===== src/rtl/pc_pkg.sv =====
// pc_pkg: shared definitions for the program-counter unit.
//   - Default reset/exception vectors and sequential increment (32-bit
//     values; instances narrower than 32 bits truncate them).
//   - next_pc_sel_t: which source drives the next fetch PC, listed in
//     priority order, highest first.
package pc_pkg;

    localparam logic [31:0] DEFAULT_RESET_VECTOR = 32'h0000_0000;
    localparam logic [31:0] DEFAULT_EXC_VECTOR   = 32'h0000_0100;
    localparam logic [31:0] DEFAULT_INC          = 32'h0000_0001;

    typedef enum logic [2:0] {
        SEL_RESET = 3'd0,
        SEL_EXC   = 3'd1,
        SEL_HOLD  = 3'd2,
        SEL_RET   = 3'd3,
        SEL_CALL  = 3'd4,
        SEL_REDIR = 3'd5,
        SEL_SEQ   = 3'd6
    } next_pc_sel_t;

endpackage


===== src/rtl/pc_ras.sv =====
// pc_ras: circular return-address stack.
//   clock, reset     : rising-edge clock, synchronous active-high reset
//   push, push_data  : write push_data at the write pointer, advance pointer
//   pop              : retreat the pointer (caller only pops when not empty)
//   top              : most recently pushed live entry, 0 when empty
//   count            : number of valid entries (0..DEPTH)
//   empty, full      : count == 0, count == DEPTH
// A push while full overwrites the oldest entry, which is simply the slot the
// write pointer has wrapped around to; count saturates at DEPTH.
module pc_ras
    import pc_pkg::*;
#(
    parameter int WIDTH = 32,
    parameter int DEPTH = 4
) (
    input  logic                     clock,
    input  logic                     reset,
    input  logic                     push,
    input  logic                     pop,
    input  logic [WIDTH-1:0]         push_data,
    output logic [WIDTH-1:0]         top,
    output logic [$clog2(DEPTH):0]   count,
    output logic                     empty,
    output logic                     full
);

    localparam int PW = $clog2(DEPTH);
    localparam int CW = PW + 1;

    logic [WIDTH-1:0] entries [DEPTH];
    logic [PW-1:0]    ptr;
    logic [PW-1:0]    ptr_m1;

    // DEPTH is a power of two, so pointer arithmetic wraps for free.
    assign ptr_m1 = ptr - PW'(1);
    assign empty  = (count == '0);
    assign full   = (count == CW'(DEPTH));
    assign top    = empty ? '0 : entries[ptr_m1];

    always_ff @(posedge clock) begin
        if (reset) begin
            ptr   <= '0;
            count <= '0;
        end else if (push) begin
            ptr <= ptr + PW'(1);
            if (!full) begin
                count <= count + CW'(1);
            end
        end else if (pop && !empty) begin
            ptr   <= ptr_m1;
            count <= count - CW'(1);
        end
    end

    // Storage needs no reset: top is masked to 0 while empty, and every
    // live entry has been written by a push.
    always_ff @(posedge clock) begin
        if (!reset && push) begin
            entries[ptr] <= push_data;
        end
    end

endmodule


===== src/rtl/pc_unit.sv =====
// pc_unit: fetch-stage program counter with exception vectoring, stall and a
// return-address stack.
//   clock, reset      : rising-edge clock, synchronous active-high reset
//   stall             : hold PC and RAS this cycle (exc still wins)
//   redirect          : load redirect_target
//   redirect_target   : branch/jump/call target
//   call              : push pc_plus onto the RAS, go to redirect_target
//   ret               : pop the RAS and go to the popped address
//   exc               : go to EXC_VECTOR
//   pc_current        : registered fetch PC
//   pc_plus           : pc_current + INC, wraps mod 2^WIDTH
//   ras_top/count/empty/full : RAS status, combinational from its registers
//   ret_underflow     : one-cycle pulse after a ret taken with an empty RAS
module pc_unit
    import pc_pkg::*;
#(
    parameter int               WIDTH        = 32,
    parameter logic [WIDTH-1:0] INC          = WIDTH'(DEFAULT_INC),
    parameter logic [WIDTH-1:0] RESET_VECTOR = WIDTH'(DEFAULT_RESET_VECTOR),
    parameter logic [WIDTH-1:0] EXC_VECTOR   = WIDTH'(DEFAULT_EXC_VECTOR),
    parameter int               DEPTH        = 4
) (
    input  logic                    clock,
    input  logic                    reset,
    input  logic                    stall,
    input  logic                    redirect,
    input  logic [WIDTH-1:0]        redirect_target,
    input  logic                    call,
    input  logic                    ret,
    input  logic                    exc,
    output logic [WIDTH-1:0]        pc_current,
    output logic [WIDTH-1:0]        pc_plus,
    output logic [WIDTH-1:0]        ras_top,
    output logic [$clog2(DEPTH):0]  ras_count,
    output logic                    ras_empty,
    output logic                    ras_full,
    output logic                    ret_underflow
);

    next_pc_sel_t     sel;
    logic [WIDTH-1:0] pc_next;
    logic             ras_push;
    logic             ras_pop;
    logic             underflow_next;

    assign pc_plus = pc_current + INC;

    always_comb begin
        sel = SEL_SEQ;
        if (reset)         sel = SEL_RESET;
        else if (exc)      sel = SEL_EXC;
        else if (stall)    sel = SEL_HOLD;
        else if (ret)      sel = SEL_RET;
        else if (call)     sel = SEL_CALL;
        else if (redirect) sel = SEL_REDIR;
    end

    always_comb begin
        pc_next        = pc_plus;
        ras_push       = 1'b0;
        ras_pop        = 1'b0;
        underflow_next = 1'b0;
        case (sel)
            SEL_RESET: pc_next = RESET_VECTOR;
            SEL_EXC:   pc_next = EXC_VECTOR;
            SEL_HOLD:  pc_next = pc_current;
            SEL_RET: begin
                // Empty stack: fall through sequentially and flag it.
                if (ras_empty) begin
                    pc_next        = pc_plus;
                    underflow_next = 1'b1;
                end else begin
                    pc_next = ras_top;
                    ras_pop = 1'b1;
                end
            end
            SEL_CALL: begin
                pc_next  = redirect_target;
                ras_push = 1'b1;
            end
            SEL_REDIR: pc_next = redirect_target;
            default:   pc_next = pc_plus;
        endcase
    end

    always_ff @(posedge clock) begin
        if (reset) begin
            pc_current    <= RESET_VECTOR;
            ret_underflow <= 1'b0;
        end else begin
            pc_current    <= pc_next;
            ret_underflow <= underflow_next;
        end
    end

    pc_ras #(
        .WIDTH(WIDTH),
        .DEPTH(DEPTH)
    ) u_ras (
        .clock    (clock),
        .reset    (reset),
        .push     (ras_push),
        .pop      (ras_pop),
        .push_data(pc_plus),
        .top      (ras_top),
        .count    (ras_count),
        .empty    (ras_empty),
        .full     (ras_full)
    );

endmodule


===== config.mk =====
export PLATFORM = sky130hd
export DESIGN_NAME = pc_unit
export DESIGN_NICKNAME = d
export VERILOG_FILES = /design/src/rtl/pc_pkg.sv /design/src/rtl/pc_ras.sv /design/src/rtl/pc_unit.sv
export SDC_FILE = /design/constraint.sdc
export NUM_CORES = 1
export LEC_CHECK = 0
export CORE_ASPECT_RATIO = 0.8
export CORE_MARGIN = 5
export CORE_UTILIZATION = 45
export CTS_BUF_LIST = sky130_fd_sc_hd__clkbuf_8
export CTS_CLUSTER_DIAMETER = 120
export DETAILED_ROUTE_END_ITERATION = 8
export PLACE_DENSITY_LB_ADDON = 0.12
export REMOVE_ABC_BUFFERS = 1
export SYNTH_ARGS = -nofsm -noshare
export SYNTH_HDL_FRONTEND = slang
export SYNTH_SLANG_ARGS = --single-unit
export TNS_END_PERCENT = 50

===== constraint.sdc =====
create_clock -name clock -period 9.3 [get_ports clock]
set_clock_uncertainty 0.05 [all_clocks]
set_input_delay 1.395 -clock clock [delete_from_list [all_inputs] [get_ports clock]]
set_output_delay 1.395 -clock clock [all_outputs]
set_load 0.1 [all_outputs]

# ---- Yosys cells after proc, flatten, opt, wreduce, memory -nomap -nowiden
# Memory sizes are Yosys's and may differ from the RTL's.
# Index checks and enable logic that the tools add are counted.
dict set report op_classes {
  n_addsub 5
  n_bitwise 1
  mux 20
  n_reduce_logical 10
  n_eq_ne 7
}
# op count
set ops {}
lappend ops {{$pmux 32 s5} 1}
lappend ops {{$mux 32} 2}
lappend ops {{$add 32x1->32 const B} 1}
lappend ops {{$mux 3} 7}
lappend ops {{$eq 3x3->1 const B} 3}
lappend ops {{$mux 2} 4}
lappend ops {{$eq 3x2->1 const B} 2}
lappend ops {{$logic_not 3->1} 2}
lappend ops {{$mux 1} 6}
lappend ops {{$reduce_or 2->1} 2}
lappend ops {{$add 3x1->3 const B} 1}
lappend ops {{$eq 3x1->1 const B} 1}
lappend ops {{$sub 3x1->3 const B} 1}
lappend ops {{$add 2x1->2 const B} 1}
lappend ops {{$logic_and 1x1->1} 2}
lappend ops {{$logic_not 1->1} 2}
lappend ops {{$ne 2x2->1 const B} 1}
lappend ops {{$reduce_and 2->1} 1}
lappend ops {{$reduce_bool 2->1} 1}
lappend ops {{$sub 2x1->2 const B} 1}
lappend ops {{$not 1->1} 1}
dict set report word_totals {
  ram_bits 128
  elab_cells 48
  regBits 38
  mem_count 1
}
# name words width rd rd_clocked_by_memory_dff wr line
set memory_table {}
lappend memory_table {u_ras.entries 4 32 1 0 1 pc_ras.sv:30} ;# logic [WIDTH-1:0] entries [DEPTH];

# ---- Logic depth before layout (Yosys ltp)
dict set report logic_depth {
  word_depth 11
  ltp_mapped 10
  mapped_depth_nobuf 8
}

# ---- Hierarchy
# From an unflattened synthesis, not the netlist that was laid out.
dict set report hier_totals {
  cells_unflattened 581
  area_unflattened_um2 7748.7
}
# mod area_each_um2 cells_per_inst instances seq_area_each_um2
set modules_own_cells {}
lappend modules_own_cells {pc_ras 5213.8 252 1 3943.8}
lappend modules_own_cells {pc_unit 2534.9 329 1 660.6}

# ---- Worst setup path before layout
# Ideal clock, no wire load.
dict set report synth_timing {
  path_kind {flip-flop to output port}
  startpoint {reg pc_current[1]}
  endpoint {out pc_plus[20]}
  stages_incl_launch_ff 6
  required_time_ps 7855
  path_slack_ps 3724
  arrival_ps 4131
  cell_sequence {dfxtp_1 -> ha_1 -> nand4_1 -> nor4_1 -> nand4_1 -> xnor2_1}
}
dict set report synth_via {
  elab_chain_cells 1
}
# element line
set synth_lines {}
lappend synth_lines {{from (decl)} pc_unit.sv:31} ;# output logic [WIDTH-1:0] pc_current,
lappend synth_lines {{from (signal assigned)} pc_unit.sv:91} ;# pc_current <= pc_next;
lappend synth_lines {{$add 32x1->32} pc_unit.sv:46} ;# assign pc_plus = pc_current + INC;
lappend synth_lines {{to (decl)} pc_unit.sv:32} ;# output logic [WIDTH-1:0] pc_plus,
# Every way passes these cells.

# ---- Worst setup path after layout
dict set report layout_timing {
  startpoint {reg u_ras.ptr[0]}
  endpoint {out ras_top[23]}
}
dict set report layout_via {
  elab_chain_cells 3
}
# element line
set layout_lines {}
lappend layout_lines {{from (decl)} pc_ras.sv:31} ;# logic [PW-1:0] ptr;
lappend layout_lines {{from (signal assigned)} pc_ras.sv:45} ;# ptr <= ptr + PW'(1);
lappend layout_lines {{from (signal assigned)} pc_ras.sv:50} ;# ptr <= ptr_m1;
lappend layout_lines {{$sub 2x1->2} pc_ras.sv:35} ;# assign ptr_m1 = ptr - PW'(1);
lappend layout_lines {{$mem_v2 4x32} -}
lappend layout_lines {{$mux 32} pc_ras.sv:38} ;# assign top = empty ? '0 : entries[ptr_m1];
lappend layout_lines {{to (decl)} pc_unit.sv:33} ;# output logic [WIDTH-1:0] ras_top,
# Every way passes these cells.

==> impl_metrics.json <==
{
  "grt_pass1_vias": 5336,
  "p_sw_uw": 468,
  "timing.rr.start": "u_ras.ptr[0]",
  "max-cap-violations": 0,
  "p_leak_nw": 3.08,
  "async_flop_share_pct": 0,
  "relSlewSlack_pct": 24.3,
  "via_per_inst": 5.75,
  "wire_per_inst_um": 21.8,
  "timing.fmax_ghz": 0.174,
  "die_y_um": 126,
  "clk_latency_ps": 470,
  "setup_viol": 0,
  "post-place-ws_ps": 3970,
  "start_util_pct": 45.8,
  "cts_resized": 0,
  "cts_max_level": 4,
  "synth_cells": 554,
  "drt-initial-drc-count": 413,
  "fillers": 1357,
  "final_common_cell": "clkdlybuf4s50_1",
  "clkSlewWorstSetupHoldPaths_ps": 80,
  "die_area_sq_um": 19600,
  "cellPowerDensity_nw_per_um2": 168,
  "yosysSeqAreaShare_pct": 60.7,
  "worstPathCellList": "buf_4, inv_1, ha_1, buf_4, mux4_2, nor2b_1, clkdlybuf4s50_1",
  "area_delta_synth_final_pct": 26.6,
  "io_pins": 141,
  "cts_tree": "yes",
  "status": "complete, no violations",
  "p_seq_share_pct": 50.7,
  "switching_share_pct": 29.1,
  "setup_tns_ps": 0,
  "wirelength_um": 20000,
  "ant_nets": 0,
  "peakVddDrop_mv": 0.116,
  "hold_class": "reg2reg",
  "grt_max_degree": 40,
  "pwr-share-clk_pct": 32.4,
  "core_sq_um": 16600,
  "die_w_um": 155,
  "cp.arrival_ps": 4290,
  "final.setup.worst_slack_ps": 3560,
  "gp_congestion": 0.788,
  "ys_ff_latch": 166,
  "drive_gt1_share_pct": 12.3,
  "crit_required_ps": 7860,
  "pwr-share-comb_pct": 16.9,
  "post-route-period-util_pct": 61.7,
  "hpwl_um": 12900,
  "cts_made_buffers": 17,
  "hold_viol": 0,
  "rsz0062_at_grt": "false",
  "clock_path_buffers": 2,
  "grt_pass1_wl_um": 30800,
  "final_cell_mix": "clkdlybuf4s50_1, edfxtp_1, dfxtp_1",
  "worstSetupPathType": "reg2out",
  "min_period_ps": 5740,
  "crit_top_cell": "buf_4",
  "critPathLaunch": "u_ras.ptr[0]",
  "ys.flop_type": "edfxtp_1",
  "nets": 732,
  "startpoint_type": "flop",
  "worstHoldStart": "pc_current[31]",
  "drc": 0,
  "antenna_found_initial": 0,
  "cts.sinks": 166,
  "crit_family": "buffers and inverters",
  "end_kind": "output port",
  "cts_hold_buf": 0,
  "diodes": 0,
  "worst-path-buf-inv": 4,
  "slowest_delay_ps": 1170,
  "cp_max_fo": 35,
  "regArea_sq_um": 4610,
  "synth_edf_count": 128,
  "yosysWarnings": 0,
  "dr.pass1.iters": 5,
  "postCtsSetupRepairBufs": 0,
  "intPower_mw": 1.14,
  "worst_pin_slew_ps": 1140,
  "vias": 5289,
  "synth_area_per_cell_sq_um": 13.7,
  "critPathSlowestCell": "clkdlybuf4s50_1",
  "cts_root_buffer": "clkbuf_8",
  "slew_viol_final": 0,
  "row_count": 42,
  "multi_input_comb_area_sq_um": 2800,
  "grt_usage_pct": 20.6,
  "final_util_pct": 58.0,
  "syn_area_sq_um": 7580,
  "grt-ovfl-total": 0,
  "port_buffers": 140,
  "ys_types": 50
}
[sequential cells by signal (all words and copies together) (netlist names)]
name           flops
pc_current        32
u_ras.entries    128
ret_underflow      1
u_ras.count        3
u_ras.ptr          2
[power groups by stage]
stage / sequential, mW / combinational, mW / clock, mW
3_3_place_gp: 0.832 / 0.271 / 0
2_1_floorplan: 0.876 / 0.148 / 0
5_1_grt: 0.817 / 0.284 / 0.563
3_5_place_dp: 0.832 / 0.273 / 0
6_report: 0.815 / 0.272 / 0.522
4_1_cts: 0.815 / 0.274 / 0.531
[layout make-up]
class                      instances  share of cell area (%)
tap                              220                    2.87
timing repair buffer             148                    15.2
multi-input combinational        338                    29.2
clock inverter                    14                    1.50
sequential                       166                    48.0
inverter                          16                   0.626
clock buffer                      18                    2.58
[tightest hold or removal path, cell delays in order, from the launching register on]
cell,delay [ps]
dfxtp_1,360
inv_1,80
o22ai_1,60
[routing by layer]
metal  vias to the layer above  global-route usage [%]  wire length [um]  share of wire (%)
met4                         0                    7.17               285                1.4
met5                         -                       0                 0                  0
li1                       2430                       -                 -                  -
met2                       226                    30.8              9030                 45
met1                      2614                    28.6              8750                 44
met3                        19                    6.52              1970                9.8
[final timing paths]
check                   end  slack, ps  cells past startpoint
max             ras_top[23]       3560                      7
min          pc_current[31]        500                      2
max reg2reg  pc_current[22]       5790                      8
min reg2reg  pc_current[31]        500                      2
[stage by stage]
step	total power [mW]	instance area, sq um	instances	hold WS [ps]
final	1.61	9600	920	496
after floorplan	1.02	7430	520	550
after CTS	1.62	9600	920	488
after global placement	1.10	9210	888	453
after global routing	1.66	9600	920	499
after detailed placement	1.11	9210	888	475
[cell families after synthesis]
family	count (synthesis)	synth area share, %
fa+ha+maj	6	0.990
xor+xnor	33	3.81
flops	166	60.7
buf+inv	50	2.81
mux	34	9.77
simple gates	158	11.7
compound gates	107	10.2
[Yosys cell counts (6+ instances only)]
master,number,area [sq um]
ha_1,6,75.1
xor2_1,13,114
xnor2_1,20,175
a22oi_1,9,67.6
nor2b_1,32,200
mux4_2,32,721
nor2_1,27,101
nand3_1,15,75.1
a221oi_1,7,61.3
buf_2,8,40.0
and2_1,7,43.8
inv_1,16,60.1
nor3_1,15,75.1
clkbuf_1,23,86.3
a221o_1,17,170
nor4_1,7,43.8
dfxtp_1,38,761
a21oi_1,30,150
o21ai_0,15,75.1
nand2_1,18,67.6
edfxtp_1,128,3840
nand4_1,12,75.1
(Power assumes the default switching activity.)
